**src/rtl/traffic_pkg.sv**
```systemverilog
// rtl/traffic_pkg.sv - shared phase encoding, display constants and BCD helper
package traffic_pkg;

    typedef enum logic [2:0] {
        PH_GREEN   = 3'd0,
        PH_YELLOW  = 3'd1,
        PH_ALL_RED = 3'd2,
        PH_FORCE   = 3'd3,
        PH_FLASH   = 3'd4
    } phase_e;

    // Digit code that leaves a seven-segment position dark.
    localparam logic [3:0] BCD_BLANK = 4'hF;

    // Binary 0..99 to {tens, units} BCD.
    function automatic logic [7:0] bin_to_bcd(input logic [6:0] v);
        logic [3:0] tens;
        logic [3:0] units;
        tens  = 4'(v / 7'd10);
        units = 4'(v % 7'd10);
        return {tens, units};
    endfunction

endpackage

```
**src/rtl/traffic_phase_ctrl_sec_tick_gen.sv**
```systemverilog
// rtl/traffic_phase_ctrl_sec_tick_gen.sv - seconds prescaler with synchronous clear
//   clk_i       : system clock
//   clr_i       : synchronous clear; restarts the current second from zero
//   sec_pulse_o : one-cycle pulse on the last tick of every second
module sec_tick_gen #(
    parameter int TICKS_PER_SEC = 1
) (
    input  logic clk_i,
    input  logic clr_i,
    output logic sec_pulse_o
);

    localparam int CW = (TICKS_PER_SEC > 1) ? $clog2(TICKS_PER_SEC) : 1;
    localparam logic [CW-1:0] LAST = CW'(TICKS_PER_SEC - 1);

    logic [CW-1:0] cnt_q;
    logic [CW-1:0] cnt_d;

    // Depends on the count only, so the FSM can derive clr_i from this pulse
    // without forming a combinational loop.
    assign sec_pulse_o = (cnt_q == LAST);

    always_comb begin
        cnt_d = cnt_q + CW'(1);
        if (clr_i || sec_pulse_o) begin
            cnt_d = '0;
        end
    end

    always_ff @(posedge clk_i) begin
        cnt_q <= cnt_d;
    end

endmodule

```
**src/rtl/traffic_phase_ctrl.sv**
```systemverilog
// rtl/traffic_phase_ctrl.sv - round-robin traffic phase sequencer with demand, force and flash modes
//   clock       : system clock, all state changes on the rising edge
//   R           : synchronous active-high reset
//   sensor      : per-road demand, level-sensitive
//   force_en    : manual hold request for force_road
//   force_road  : road held green while force_en=1; out-of-range values are ignored
//   flash_en    : maintenance flashing-yellow request
//   green       : one-hot green lamps
//   yellow      : yellow lamps
//   active_road : road owning the current phase
//   time_h/l    : BCD tens/units of the remaining seconds (blank while forced)
module traffic_phase_ctrl
    import traffic_pkg::*;
#(
    parameter int N_ROADS       = 2,
    parameter int GREEN_SEC     = 30,
    parameter int YELLOW_SEC    = 3,
    parameter int EXT_SEC       = 10,
    parameter int TICKS_PER_SEC = 1
) (
    input  logic                       clock,
    input  logic                       R,
    input  logic [N_ROADS-1:0]         sensor,
    input  logic                       force_en,
    input  logic [$clog2(N_ROADS)-1:0] force_road,
    input  logic                       flash_en,
    output logic [N_ROADS-1:0]         green,
    output logic [N_ROADS-1:0]         yellow,
    output logic [$clog2(N_ROADS)-1:0] active_road,
    output logic [3:0]                 time_l,
    output logic [3:0]                 time_h
);

    localparam int RW = $clog2(N_ROADS);
    localparam logic [6:0]  GREEN_T    = 7'(GREEN_SEC);
    localparam logic [6:0]  YELLOW_T   = 7'(YELLOW_SEC);
    localparam logic [6:0]  EXT_T      = 7'(EXT_SEC);
    localparam logic [RW:0] ROAD_LIMIT = (RW + 1)'(N_ROADS);
    localparam logic [7:0]  RESET_BCD  = bin_to_bcd(GREEN_T);

    function automatic logic [N_ROADS-1:0] onehot(input logic [RW-1:0] r);
        return {{(N_ROADS - 1){1'b0}}, 1'b1} << r;
    endfunction

    function automatic logic [RW-1:0] road_after(input logic [RW-1:0] cur);
        int idx;
        idx = int'(cur) + 1;
        if (idx >= N_ROADS) idx = idx - N_ROADS;
        return RW'(idx);
    endfunction

    // First road after cur (with wrap) that has demand; falls back to cur+1.
    // Scanning offsets from far to near lets the nearest hit win.
    function automatic logic [RW-1:0] next_road(input logic [RW-1:0] cur,
                                                 input logic [N_ROADS-1:0] dem);
        int idx;
        logic [RW-1:0] res;
        res = road_after(cur);
        for (int i = N_ROADS - 1; i >= 1; i--) begin
            idx = int'(cur) + i;
            if (idx >= N_ROADS) idx = idx - N_ROADS;
            if (dem[RW'(idx)]) res = RW'(idx);
        end
        return res;
    endfunction

    phase_e              state_q, state_d;
    logic [6:0]          rem_q, rem_d;
    logic [6:0]          ext_q, ext_d;
    logic [RW-1:0]       act_q, act_d;
    logic [RW-1:0]       nxt_q, nxt_d;
    logic                flash_q, flash_d;
    logic [N_ROADS-1:0]  green_q, green_d;
    logic [N_ROADS-1:0]  yellow_q, yellow_d;
    logic [7:0]          time_q, time_d;

    logic sec_pulse;
    logic force_ok;
    logic extend;

    // A fresh second starts on every phase entry so phases last whole seconds.
    sec_tick_gen #(
        .TICKS_PER_SEC(TICKS_PER_SEC)
    ) u_tick (
        .clk_i      (clock),
        .clr_i      (R || (state_d != state_q)),
        .sec_pulse_o(sec_pulse)
    );

    assign force_ok = force_en && ({1'b0, force_road} < ROAD_LIMIT);
    assign extend   = sensor[act_q]
                   && ((sensor & ~onehot(act_q)) == '0)
                   && (ext_q < EXT_T);

    always_comb begin
        state_d = state_q;
        rem_d   = rem_q;
        ext_d   = ext_q;
        act_d   = act_q;
        nxt_d   = nxt_q;
        flash_d = flash_q;
        if (force_ok) begin
            state_d = PH_FORCE;
            act_d   = force_road;
        end else if (state_q == PH_FORCE) begin
            if (flash_en) begin
                state_d = PH_FLASH;
                flash_d = 1'b1;
                rem_d   = '0;
            end else begin
                state_d = PH_GREEN;
                rem_d   = GREEN_T;
                ext_d   = '0;
            end
        end else if (flash_en) begin
            if (state_q != PH_FLASH) begin
                state_d = PH_FLASH;
                flash_d = 1'b1;
                rem_d   = '0;
            end else if (sec_pulse) begin
                flash_d = ~flash_q;
            end
        end else begin
            case (state_q)
                PH_GREEN: begin
                    if (sec_pulse) begin
                        if (rem_q > 7'd1) begin
                            rem_d = rem_q - 7'd1;
                        end else if (extend) begin
                            ext_d = ext_q + 7'd1;
                        end else begin
                            state_d = PH_YELLOW;
                            rem_d   = YELLOW_T;
                            nxt_d   = next_road(act_q, sensor);
                        end
                    end
                end
                PH_YELLOW: begin
                    if (sec_pulse) begin
                        if (rem_q > 7'd1) begin
                            rem_d = rem_q - 7'd1;
                        end else begin
                            state_d = PH_ALL_RED;
                            rem_d   = 7'd1;
                        end
                    end
                end
                PH_ALL_RED: begin
                    if (sec_pulse) begin
                        state_d = PH_GREEN;
                        act_d   = nxt_q;
                        rem_d   = GREEN_T;
                        ext_d   = '0;
                    end
                end
                PH_FLASH: begin
                    state_d = PH_ALL_RED;
                    rem_d   = 7'd1;
                    nxt_d   = road_after(act_q);
                end
                default: begin
                    state_d = PH_GREEN;
                    rem_d   = GREEN_T;
                    ext_d   = '0;
                end
            endcase
        end
    end

    // Lamp and display values are decoded from the next state and then
    // registered, so the outputs never glitch.
    always_comb begin
        green_d  = '0;
        yellow_d = '0;
        time_d   = bin_to_bcd(rem_d);
        case (state_d)
            PH_GREEN:  green_d  = onehot(act_d);
            PH_YELLOW: yellow_d = onehot(act_d);
            PH_FORCE: begin
                green_d = onehot(act_d);
                time_d  = {BCD_BLANK, BCD_BLANK};
            end
            PH_FLASH:  yellow_d = {N_ROADS{flash_d}};
            default: begin
                green_d  = '0;
                yellow_d = '0;
            end
        endcase
    end

    always_ff @(posedge clock) begin
        if (R) begin
            state_q  <= PH_GREEN;
            rem_q    <= GREEN_T;
            ext_q    <= '0;
            act_q    <= '0;
            nxt_q    <= '0;
            flash_q  <= 1'b0;
            green_q  <= onehot('0);
            yellow_q <= '0;
            time_q   <= RESET_BCD;
        end else begin
            state_q  <= state_d;
            rem_q    <= rem_d;
            ext_q    <= ext_d;
            act_q    <= act_d;
            nxt_q    <= nxt_d;
            flash_q  <= flash_d;
            green_q  <= green_d;
            yellow_q <= yellow_d;
            time_q   <= time_d;
        end
    end

    assign green       = green_q;
    assign yellow      = yellow_q;
    assign active_road = act_q;
    assign time_h      = time_q[7:4];
    assign time_l      = time_q[3:0];

endmodule

```
**config.mk**
```make
export PLATFORM = sky130hd
export DESIGN_NAME = traffic_phase_ctrl
export DESIGN_NICKNAME = d
export VERILOG_FILES = /design/src/rtl/traffic_pkg.sv /design/src/rtl/traffic_phase_ctrl_sec_tick_gen.sv /design/src/rtl/traffic_phase_ctrl.sv
export SDC_FILE = /design/constraint.sdc
export NUM_CORES = 1
export LEC_CHECK = 0
export CORE_MARGIN = 8
export CORE_UTILIZATION = 62
export CTS_CLUSTER_DIAMETER = 50
export CTS_CLUSTER_SIZE = 40
export DETAILED_ROUTE_END_ITERATION = 6
export PLACE_DENSITY = 0.81
export SYNTH_ARGS = -nofsm -noshare
export SYNTH_HDL_FRONTEND = slang
export SYNTH_SLANG_ARGS = --single-unit
export TNS_END_PERCENT = 1
```
**constraint.sdc**
```tcl
create_clock -name clock -period 6.85 [get_ports clock]
set_clock_uncertainty 0.15 [all_clocks]
set_input_delay 1.0275 -clock clock [delete_from_list [all_inputs] [get_ports clock]]
set_output_delay 1.0275 -clock clock [all_outputs]
set_load 0.05 [all_outputs]
```
# After elaboration in Yosys (flattened, before gate mapping)
# Index checks and enable logic that the tools add are counted.
[classes] n_addsub=5 n_div=2 n_reduce_logical=14 muxes=63 eq_ne=17 bitwise=8 n_shift=2 order_cmp=5
[ops] cell="$mux W7" count=17
[ops] cell="$mux W3" count=11
[ops] cell="$mux W1" count=28
[ops] cell="$pmux W7 S4" count=1
[ops] cell="$pmux W7 S3" count=1
[ops] cell="$ne A3 B3 Y1 const B" count=5
[ops] cell="$reduce_and A7 Y1" count=2
[ops] cell="$pmux W3 S4" count=1
[ops] cell="$eq A3 B2 Y1 const B" count=3
[ops] cell="$mux W8" count=1
[ops] cell="$reduce_or A2 Y1" count=4
[ops] cell="$add A7 B1 Y7 const B" count=1
[ops] cell="$div A7 B4 Y7 const B" count=1
[ops] cell="$gt A7 B1 Y1 const B" count=1
[ops] cell="$lt A7 B4 Y1 const B" count=1
[ops] cell="$mod A7 B4 Y7 const B" count=1
[ops] cell="$sub A7 B1 Y7 const B" count=1
[ops] cell="$eq A3 B1 Y1 const B" count=2
[ops] cell="$eq A3 B3 Y1 const B" count=2
[ops] cell="$logic_not A3 Y1" count=2
[ops] cell="$ne A2 B2 Y1 const B" count=3
[ops] cell="$not A1 Y1" count=6
[ops] cell="$mux W5" count=1
[ops] cell="$pmux W2 S2" count=1
[ops] cell="16 further kinds" count=19
[totals] inputBits=7 regBits=33 output_inout_bits=13 elab_cells=128

# Depth between registers and ports, before layout
# Gate-level depths: netlist of the first run.
[logic_depth] depth_word=21 ltp_mapped=16 mapped_depth_nobuf=15

# By module
# From an unflattened synthesis of the first run, not the netlist that was laid out.
[unflattened] hier_cells=327 hier_area_um2=2462.4
[modules_own_cells] module="traffic_phase_ctrl" n_inst=1 seq_area_each_um2=640.6 area_each_um2=2434.8 cells_each=324
[modules_own_cells] module="sec_tick_gen" n_inst=1 seq_area_each_um2=20.0 area_each_um2=27.5 cells_each=3

# Worst setup path before layout of the first run
# Ideal clock, no wire load.
[synth_timing] path_kind="input to register" start="input port force_en" end="register time_q[2]" path_buffers=2 path_slack_ps=3254 setup_time_ps=131 stages=14 t_arrival_ps=3315 t_required_ps=6569 path_cell_list="clkbuf_8 > nor2_1 > nand2_1 > o31ai_1 > buf_2 > nor3_1 > o211a_1 > a211o_1 > inv_1 > ha_1 > a21bo_2 > nand3_1 > a21o_1 > a31oi_1"
[synth_between] elab_chain_cells=3 word_cells_on_any_way=5 classes_between="div (1); eq/ne (1); mux (3)"
[synth_rtl] element="from (decl)" line_no="traffic_phase_ctrl.sv:24" source="input logic force_en,"
[synth_rtl] element="$mux W7 / $mux W3 (equally long branches)" line_no="traffic_phase_ctrl.sv:102" source="if (force_ok) begin"
[synth_rtl] element="$mod A7 B4 Y7 / $eq A3 B2 Y1 (equally long branches)" line_no="traffic_pkg.sv:20, traffic_phase_ctrl.sv:176"
[synth_rtl] element="$mux W8 (*)" line_no="traffic_phase_ctrl.sv:176" source="case (state_d)"
[synth_rtl] element="to (signal assigned)" line_no="traffic_phase_ctrl.sv:211" source="time_q <= time_d;"
[synth_rtl] element="to (decl)" line_no="traffic_phase_ctrl.sv:75" source="logic [7:0] time_q, time_d;"
# Every way passes the cells marked *; elsewhere a longest branch is shown, timed or not.
# A chain may end at the register's enable or synchronous reset.

# Worst setup path after layout of the first run
[layout_timing] start="input port flash_en" end="register time_q[2]"
[layout_between] elab_chain_cells=5 word_cells_on_any_way=11 classes_between="div (1); eq/ne (1); mux (9)"
[layout_rtl] element="from (decl)" line_no="traffic_phase_ctrl.sv:26" source="input logic flash_en,"
[layout_rtl] element="$mux W7 (tied with other cells)" line_no="traffic_phase_ctrl.sv:115" source="end else if (flash_en) begin"
[layout_rtl] element="$mux W7 / $mux W3 (equally long branches)" line_no="traffic_phase_ctrl.sv:105" source="end else if (state_q == PH_FORCE) begin"
[layout_rtl] element="$mux W7 / $mux W3 (equally long branches)" line_no="traffic_phase_ctrl.sv:102"
[layout_rtl] element="$mod A7 B4 Y7 / $eq A3 B2 Y1 (equally long branches)" line_no="traffic_pkg.sv:20, traffic_phase_ctrl.sv:176"
[layout_rtl] element="$mux W8 (*)" line_no="traffic_phase_ctrl.sv:176"
# Marks and branches as above.

==> reports/metrics.csv, run 1 <==
stage;metric;value;unit
timing;setup-violations-final;0;
clock_tree;clk_pin_slew;70;ps
worst_hold_path;holdPathStages;2;
critical_path;critPathLaunchType;input pin;
floorplanning;die_y;77.4;um
floorplanning;start_util;0.644;
route;dr_total_vias;2177;
route;ant_nets;0;
run_status;status;finished clean;
clock_tree;htreeDepth;2;
timing;finalCriticalPeriod;4740;ps
timing;rsz0062_at_grt;false;
route;routed_via_density;6.37;
logic_synthesis;synth_xor_xnor_area_share;0.0224;
global_routing;grt_overflow;0;
global_routing;grt_usage;0.198;
route;drt-initial-drc-count;277;
layout;fin_nets;304;
timing;worstMarginPinSlew;833;ps
global_routing;grt_pass1_wl;9970;um
floorplanning;die_w;77.4;um
route;drtPass1Iterations;4;
floorplanning;die-area;6000;um2
timing;slew_headroom;0.443;
timing;period_share;0.693;
logic_synthesis;synthMuxAreaShare;0.0331;
logic_synthesis;synth_top_area_frac;0.282;
job;drv_cap;0;
logic_synthesis;syn_nets;294;
logic_synthesis;synth_compound_area_frac;0.317;
placement;dp_hpwl;4070;um
layout;final_cell_area;2570;um2
floorplanning;ios;20;
layout;diodes;0;
critical_path;critPathCaptureType;flop;
worst_hold_path;hold_end;ext_q[6];
route;wl_per_cell;17.0;um
global_routing;grt_max_degree;24;
clock_tree;cts_hold_buf;0;
logic_synthesis;postSynthCellCount;283;
critical_path;cp.arrival;4800;ps
pwr;p_per_area;214;nW/um2
timing;hold_ws;355;ps
logic_synthesis;avgSynthCellArea;8.27;um2
clock_tree;clock-sinks;33;
logic_synthesis;ys_ff_latch;33;
logic_synthesis;netlist_area;2340;um2
logic_synthesis;ys_types;76;
logic_synthesis;synthFlopType;dfxtp_1;
floorplanning;core_region_area;3630;um2
logic_synthesis;yosys.area.top_type;dfxtp_1;
logic_synthesis;synth.area.top_cells;dfxtp_1 28%, nor2_1 5.6%, clkbuf_8 3.5%;
logic_synthesis;ys_warn_count;0;
placement;dpl_cell_area;2450;um2
clock_tree;post-cts-setup-buffer-count;0;
layout;fin_util;0.707;
timing;slew_violations;0;
critical_path;r2r_start;u_tick.cnt_q;
global_routing;grt_pass1_vias;2072;
critical_path;reg2reg_slack;2920;ps
critical_path;cp_max_fo;23;
worst_hold_path;hold_path.startpoint;ext_q[6];
clock_tree;clk_latency;290;ps
logic_synthesis;yosysSeqAreaShare;0.282;
route;drc;0;
pwr;peakVddDrop;168;uV
clock_tree;tritoncts;built;
placement;gp_congestion;0.891;
floorplanning;rows;22;
timing;max_freq;211;MHz
layout;area_delta_synth_final;9.73;%
logic_synthesis;synthAdderAreaFrac;0.0214;
placement;dp_cells;334;
clock_tree;clockBufferDepth;2;
logic_synthesis;synth_top_family_by_area;compound AO/OA/AOI/OAI gates;
critical_path;reg2reg_to;time_q[2];
pwr;power_leakage;0.953;nW
critical_path;cp.required;6900;ps
clock_tree;cts-root-buf;clkbuf_8;
logic_synthesis;async_flop_share;0;
logic_synthesis;synth_edf_count;0;
timing;finalHoldViolations;0;
clock_tree;cts_resized;0;
worst_hold_path;hold_path_class;reg -> reg;
clock_tree;cts_buffers;5;
route;detail_route.wirelength;5830;um
layout;layout-drive-gt1-share;0.126;
logic_synthesis;synth-simple-area-share;0.245;
timing;tns;0;ps
placement;portBuffers;19;
critical_path;worst_r2r_path_depth;13;
layout;stdcell_count;342;
critical_path;critPathKind;in -> reg;
global_routing;antenna_found_initial;0;
## metal layers
layer,vias to the layer above,global-route usage,part of all wire
met5,-,0,0
met2,76,0.305,0.46
met4,0,0.0585,0.014
met1,1023,0.264,0.45
met3,11,0.0507,0.077
li1,1067,-,-
## per-stage QoR
| stage | total power [W] | setup slack [ps] |
|---|---|---|
| after floorplan | 0.000332 | 3250 |
| after global placement | 0.000360 | 2130 |
| after detailed placement | 0.000362 | 1970 |
| after CTS | 0.000551 | 2170 |
| after global routing | 0.000573 | 1820 |
| final | 0.000550 | 2110 |
## flip-flops by register name, indices dropped and copies added (netlist names)
name and cells:
rem_q 7, active_road 1, nxt_q 1, ext_q 7
u_tick.cnt_q 1, time_q 8, state_q 3, green 2
yellow 2, flash_q 1
## kinds of logic after synthesis
| family | after synthesis |
|---|---|
| mux | 7 |
| simple gates | 112 |
| fa+ha+maj | 4 |
| compound gates | 94 |
| flops | 33 |
| other cells | 1 |
| buf+inv | 26 |
| xor+xnor | 6 |
## worst max-delay path by stage
stage / start / end / slack (ps) / cells after the start
3_5_place_dp: flash_en / time_q[2] / 1970 / 13
3_3_place_gp: flash_en / time_q[2] / 2130 / 13
4_1_cts: flash_en / time_q[2] / 2170 / 13
5_1_grt: flash_en / time_q[2] / 1820 / 13
2_1_floorplan: force_en / time_q[2] / 3250 / 14
6_report: flash_en / time_q[2] / 2110 / 13
## power by group
part	switching, W	internal, W	total (W)
Sequential	0.0000131	0.000203	0.000216
Clock	0.0000783	0.000109	0.000187
Combinational	0.0000907	0.0000561	0.000147
## cell usage after synthesis, types with 5 or more instances
| library cell | instances |
|---|---|
| a21oi_1 | 14 |
| a31oi_1 | 5 |
| clkbuf_1 | 6 |
| clkbuf_8 | 6 |
| dfxtp_1 | 33 |
| inv_1 | 9 |
| nand2_1 | 22 |
| nand2b_1 | 8 |
| nand3_1 | 6 |
| nor2_1 | 35 |
| nor2b_1 | 6 |
| nor3_1 | 10 |
| o21ai_0 | 15 |
| xnor2_1 | 6 |
## worst max-delay path, cell delays in order
cell             delay [ps]
clkdlybuf4s50_1         800
nor2_1                  580
o2111ai_2               230
o221ai_2                320
or2_1                   380
and4_2                  290
a211o_1                 170
inv_1                    80
ha_1                    270
a21bo_2                 220
nand3_1                  80
a21o_1                  190
a31oi_1                 140
## placed cells by master (no fill, tap or decap), types with 3 or more instances in the layout
cell type | Yosys | final
a21oi_1 | 14 | 14
a21oi_2 | 3 | 3
a221oi_1 | 3 | 3
a31oi_1 | 5 | 5
a41oi_1 | 3 | 3
clkbuf_8 | 6 | 5
clkdlybuf4s50_1 | 0 | 19
dfxtp_1 | 33 | 33
ha_1 | 4 | 4
inv_1 | 9 | 9
mux2i_1 | 4 | 4
nand2_1 | 22 | 22
nand2b_1 | 8 | 8
nand3_1 | 6 | 6
nand3b_1 | 3 | 3
nor2_1 | 35 | 35
nor2b_1 | 6 | 6
nor3_1 | 10 | 10
o211ai_1 | 3 | 3
o21a_1 | 4 | 4
o21ai_0 | 15 | 15
o31a_1 | 3 | 3
xnor2_1 | 6 | 6
## cell type report
cell class | count | area [um2]
Tap cell | 48 | 60.1
Timing Repair Buffer | 20 | 198
Fill cell | 312 | 1060
Multi-Input combinational cell | 224 | 1500
Clock buffer | 5 | 68.8
Sequential cell | 33 | 661
Clock inverter | 3 | 46.3
Inverter | 9 | 33.8
Power figures use the tool's default switching activity.
==> inputs of run 2 (changes only) <==
CORE_UTILIZATION = 52   (was 62)
PLACE_DENSITY = 0.72   (was 0.81)
clock period = 3.8 ns   (was 6.85 ns; I/O delays follow)
==> run 2 against run 1 <==
Against the previous run: cell count increased by 7.3%; clock-buffer cell count unchanged; clock power increased by 80%; critical path type is now reg -> reg; largest power group unchanged; largest cell class unchanged; register-to-register slack got worse by 2700 ps; cell area increased by 6.7%; core utilization decreased by 7.7 points; critical endpoint unchanged; first-iteration DRC count decreased by 23%; worst hold slack got worse by 14 ps; global-route usage decreased by 3.1 points.
==> reports/metrics.csv, run 2 (synthesis gave the netlist of run 1 again) <==
stage;metric;value;unit;change
run_status;status;finished clean;;
clock_tree;cts_buffers;5;;unchanged
critical_path;cp.required;3850;ps;-3050 ps
pwr;power_leakage;1.06;nW;+11%
timing;fin_ws;230;ps;-1880 ps
floorplanning;rows;24;;+9.1%
global_routing;antenna_found_initial;0;;unchanged
floorplanning;ios;20;;unchanged
pwr;clock_power_share;0.333;;-0.007
clock_tree;clk_pin_slew;70;ps;about the same
layout;largest_register_ffs;8;;unchanged
floorplanning;start_util;0.538;;-0.107
global_routing;grt_pass1_wl;9840;um;-1.3%
layout;fin_nets;325;;+6.9%
pwr;p_per_area;369;nW/um2;+73%
clock_tree;tritoncts;built;;
timing;finalHoldViolations;0;;unchanged
route;drt-initial-drc-count;212;;-23%
timing;max_freq;280;MHz;
route;ant_nets;0;;unchanged
pwr;comb_power_share;0.288;;+0.021
critical_path;critPathKind;reg -> reg;;
pwr;peakVddDrop;282;uV;+68%
critical_path;critPathLaunchType;flop;;
layout;stdcell_count;367;;+7.3%
route;drtPass1Iterations;5;;+1
timing;slew_headroom;0.413;;-0.0298
route;drc;0;;unchanged
timing;setup-violations-final;0;;unchanged
route;detail_route.wirelength;5890;um;+1.0%
timing;period_share;0.939;;
timing;hold_ws;341;ps;-14.1 ps
placement;dp_hpwl;4380;um;+7.6%
layout;layout-drive-gt1-share;0.190;;+0.0646
clock_tree;cts-root-buf;clkbuf_8;;
floorplanning;core_region_area;4350;um2;+20%
timing;finalCriticalPeriod;3570;ps;
layout;reg_top3;time_q (8), ext_q (7), rem_q (7);;
clock_tree;clock-sinks;33;;unchanged
route;wl_per_cell;16.0;um;-5.9%
job;drv_cap;0;;unchanged
layout;final_common_cell;nor2_1;;
placement;portBuffers;19;;unchanged
route;dr_total_vias;2227;;+2.3%
clock_tree;post-cts-setup-buffer-count;0;;unchanged
layout;final_cell_mix;35 x nor2_1, 33 x dfxtp_1, 22 x nand2_1, 22 x buf_4, 19 x clkdlybuf4s50_1;;
placement;dp_cells;359;;+7.5%
pwr;p_sw;0.000330;W;+81%
global_routing;grt_pass1_vias;2087;;+0.72%
route;routed_via_density;6.07;;-4.7%
clock_tree;htreeDepth;2;;unchanged
timing;tns;0;ps;unchanged
placement;gp_congestion;0.932;;+4.6%
floorplanning;die_y;83.1;um;+7.3%
pwr;power_switching_share;0.326;;-0.00560
layout;diodes;0;;unchanged
timing;slew_violations;0;;unchanged
pwr;sequentialPowerShare;0.379;;-0.013
pwr;p_int;0.000682;W;+86%
global_routing;grt_overflow;0;;unchanged
floorplanning;die_w;83.1;um;+7.3%
clock_tree;clk_latency;290;ps;about the same
global_routing;grt_usage;0.167;;-0.0310
layout;area_delta_synth_final;17.1;%;
timing;worstMarginPinSlew;878;ps;+44.6 ps
critical_path;critPathCaptureType;flop;;
critical_path;cp.arrival;3620;ps;-1180 ps
floorplanning;die-area;6900;um2;+15%
clock_tree;clockBufferDepth;2;;unchanged
worst_hold_path;hold_path_class;reg -> reg;;
global_routing;grt_max_degree;24;;unchanged
layout;top_register;time_q;;
pwr;finalPower;0.00101;W;+84%
placement;post-place-ws;111;ps;-1860 ps
critical_path;cp_max_fo;8;;-65%
run 2: cell count changes in the layout (fill, tap and decap cells not counted):
cell	delta
a221oi_1	-1
or4_4	+1
a221oi_2	+1
or4_1	-1
buf_4	+21
run 2: layout make-up:
cell class	count	area, um2
clock inverters	3	46.3
clock buffers	5	68.8
flip-flops and latches	33	661
repair buffers	41	355
well taps	52	65.1
multi-input cells	224	1510
fillers	370	1610
inverters	9	33.8
run 2: critical path: stages, from the launching register on:
cell     delay, ps
dfxtp_1        390
or4_4          590
o31a_1         340
a31o_1         250
a22o_2         270
buf_4          150
nor3_1         180
o211a_1        150
a211o_1        120
inv_1           50
ha_1           240
a21bo_2        210
nand3_1         70
a21o_1         180
a31oi_1        140
run 2: power by group through the flow:
stage          Combinational, W  Sequential [W]  Clock, W
2_1_floorplan          0.000176        0.000423         0
3_3_place_gp           0.000286        0.000391         0
3_5_place_dp           0.000286        0.000390         0
4_1_cts                0.000288        0.000383  0.000345
5_1_grt                0.000317        0.000386  0.000364
6_report               0.000291        0.000384  0.000337
run 2: path summary, 6_finish.rpt:
kind | from | end | slack (ps) | cells past startpoint
min reg2reg | nxt_q | nxt_q | 340 | 2
max | rem_q[3] | time_q[2] | 230 | 14
min | nxt_q | nxt_q | 340 | 2
max reg2reg | rem_q[3] | time_q[2] | 230 | 14
run 2: metal layers:
layer	track usage	vias up	wire [um]
met3	0.0557	6	447
met5	0	-	0
li1	-	1103	-
met2	0.251	98	2590
met4	0.0655	0	84
met1	0.212	1020	2770
run 2: metrics by stage:
stage	cell area, um2	utilization
finish	2740	0.630
global route	2740	0.630
CTS	2730	0.627
detailed placement	2620	0.601
global placement	2620	0.601
floorplan	2340	-
run 2: repair_timing:
item,4_1_cts,5_1_grt
endpoints found under the setup margin,0,1
hold buffers,0,0
gates resized for setup,0,2
==> inputs of run 3 (changes only) <==
REMOVE_ABC_BUFFERS = 1   (was not set)
==> run 3 against run 2 <==
Against the previous run: global-route usage is 0.067 points higher; clock power hardly changed; largest power group unchanged; total power is 0.31% higher; cell area is 0.73% higher; non-clock buffer count is 4 higher; worst hold slack better by 1.5 ps.
==> reports/metrics.csv, run 3 (synthesis gave the netlist of run 1 again) <==
stage;metric;value;unit;change
run_status;status;finished clean;;
critical_path;worst_r2r_path_depth;13;;-1
worst_hold_path;hold_end;flash_q;;
critical_path;critPathCaptureType;flop;;
route;dr_total_vias;2249;;+0.99%
global_routing;grt_max_degree;20;;-17%
clock_tree;clk_pin_slew;70;ps;about the same
critical_path;cp.required;3820;ps;-30 ps
route;drtPass1Iterations;4;;-1
route;wl_per_cell;15.7;um;-1.9%
critical_path;cp.arrival;3550;ps;-70 ps
critical_path;r2r_start;rem_q[2];;
global_routing;grt_usage;0.167;;+0.000672
timing;hold_ws;342;ps;+1.47 ps
critical_path;critPathLaunchType;flop;;
layout;fin_util;0.634;;+0.00460
route;routed_via_density;6.06;;-0.10%
floorplanning;die_w;83.1;um;unchanged
clock_tree;post-cts-setup-buffer-count;0;;unchanged
route;drc;0;;unchanged
layout;top_register;time_q;;
layout;final_cell_mix;35 x nor2_1, 33 x dfxtp_1, 26 x buf_4, 22 x nand2_1, 19 x clkdlybuf4s50_1;;
global_routing;grt_pass1_wl;10000;um;+1.6%
pwr;p_per_area;368;nW/um2;-0.42%
critical_path;reg2reg_to;time_q[2];;
critical_path;slowest_delay;550;ps;-40 ps
floorplanning;die-area;6900;um2;unchanged
placement;dpl_cell_area;2650;um2;+1.1%
timing;max_freq;284;MHz;+1.2%
critical_path;slowest_stage;or4_1;;
pwr;peakVddDrop;300;uV;+6.4%
layout;diodes;0;;unchanged
pwr;power_leakage;1.07;nW;+1.5%
global_routing;antenna_found_initial;0;;unchanged
placement;dp_cells;363;;+1.1%
floorplanning;start_util;0.538;;unchanged
clock_tree;clockBufferDepth;2;;unchanged
route;detail_route.wirelength;5840;um;-0.87%
timing;finalHoldViolations;0;;unchanged
timing;rsz0062_at_grt;false;;
job;drv_cap;0;;unchanged
timing;period_share;0.928;;-0.0113
layout;final_cell_area;2760;um2;+0.73%
timing;finalCriticalPeriod;3530;ps;-42.9 ps
timing;worstMarginPinSlew;809;ps;-68.3 ps
timing;setup-violations-final;0;;unchanged
placement;dp_hpwl;4370;um;about the same
route;ant_nets;0;;unchanged
layout;layout-drive-gt1-share;0.194;;+0.00388
layout;area_delta_synth_final;18.0;%;
floorplanning;die_y;83.1;um;unchanged
global_routing;grt_overflow;0;;unchanged
floorplanning;ios;20;;unchanged
layout;stdcell_count;371;;+1.1%
critical_path;critPathKind;reg -> reg;;
critical_path;reg2reg_slack;270;ps;+40 ps
clock_tree;cts_buffers;5;;unchanged
worst_hold_path;hold_path.startpoint;flash_q;;
clock_tree;clk_latency;290;ps;about the same
timing;slew_violations;0;;unchanged
route;drt-initial-drc-count;351;;+66%
critical_path;crit_chain;or4_1, or3_1, o31ai_2, a22o_2, nand2_1, and4_2, a211o_1, inv_1, ha_1, a21bo_2, nand3_1, a21o_1, a31oi_1;;
layout;final_common_cell;nor2_1;;
placement;gp_congestion;0.939;;+0.78%
critical_path;cp_top_family;simple AND/OR/NAND/NOR gates;;
floorplanning;core_region_area;4350;um2;unchanged
layout;reg_top3;time_q (8), ext_q (7), rem_q (7);;
clock_tree;cts_resized;0;;unchanged
clock_tree;cts-root-buf;clkbuf_8;;
clock_tree;htreeDepth;2;;unchanged
critical_path;crit_buf_inv;1;;-1
layout;fin_nets;329;;+1.2%
clock_tree;cts_hold_buf;0;;unchanged
worst_hold_path;holdPathStages;2;;unchanged
global_routing;grt_pass1_vias;2133;;+2.2%
clock_tree;clock-sinks;33;;unchanged
floorplanning;rows;24;;unchanged
clock_tree;tritoncts;built;;
placement;portBuffers;19;;unchanged
layout;largest_register_ffs;8;;unchanged
timing;slew_headroom;0.456;;+0.0424
timing;tns;0;ps;unchanged
worst_hold_path;hold_path_class;reg -> reg;;
critical_path;cp_max_fo;8;;unchanged
[run 3: worst reg2reg max path, cell delays in order, from the launching register on]
cell,delay (ps)
dfxtp_1,390
or4_1,550
or3_1,370
o31ai_2,250
a22o_2,240
nand2_1,100
and4_2,260
a211o_1,290
inv_1,60
ha_1,250
a21bo_2,250
nand3_1,70
a21o_1,110
a31oi_1,70
[run 3: cell type report]
type / count / area, um2
Clock buffer: 5 / 68.8
Clock inverter: 3 / 46.3
Fill cell: 361 / 1590
Inverter: 9 / 33.8
Multi-Input combinational cell: 224 / 1500
Sequential cell: 33 / 661
Tap cell: 52 / 65.1
Timing Repair Buffer: 45 / 385
[run 3: per-layer routing]
layer | up-vias | wire, um | global-route usage | share of wire
met2 | 71 | 2760 | 0.267 | 0.47
li1 | 1123 | - | - | -
met1 | 1048 | 2600 | 0.209 | 0.45
met3 | 7 | 390 | 0.0342 | 0.067
met4 | 0 | 82 | 0.0783 | 0.014
met5 | - | 0 | 0 | 0
[run 3: report_power, final]
part	switching, W	internal [W]	leakage (nW)
Sequential	0.0000154	0.000365	0.272
Clock	0.000140	0.000196	0.0543
Combinational	0.000173	0.000125	0.748
Total	0.000329	0.000686	1.07
[run 3: per-stage QoR]
stage          setup WS (ps)  power, W
6_report                 273   0.00101
5_1_grt                 70.9   0.00106
4_1_cts                  273   0.00102
3_5_place_dp            82.5  0.000682
3_3_place_gp             129  0.000681
2_1_floorplan            243  0.000578
[run 3: how the worst max path moves through the flow]
stage | startpoint | to | slack, ps | depth (start not counted)
6_report | rem_q[2] | time_q[2] | 270 | 13
4_1_cts | rem_q[2] | time_q[2] | 270 | 13
3_5_place_dp | flash_en | time_q[2] | 80 | 15
2_1_floorplan | rem_q[1] | time_q[2] | 240 | 15
5_1_grt | rem_q[2] | time_q[2] | 70 | 13
3_3_place_gp | flash_en | time_q[2] | 130 | 13
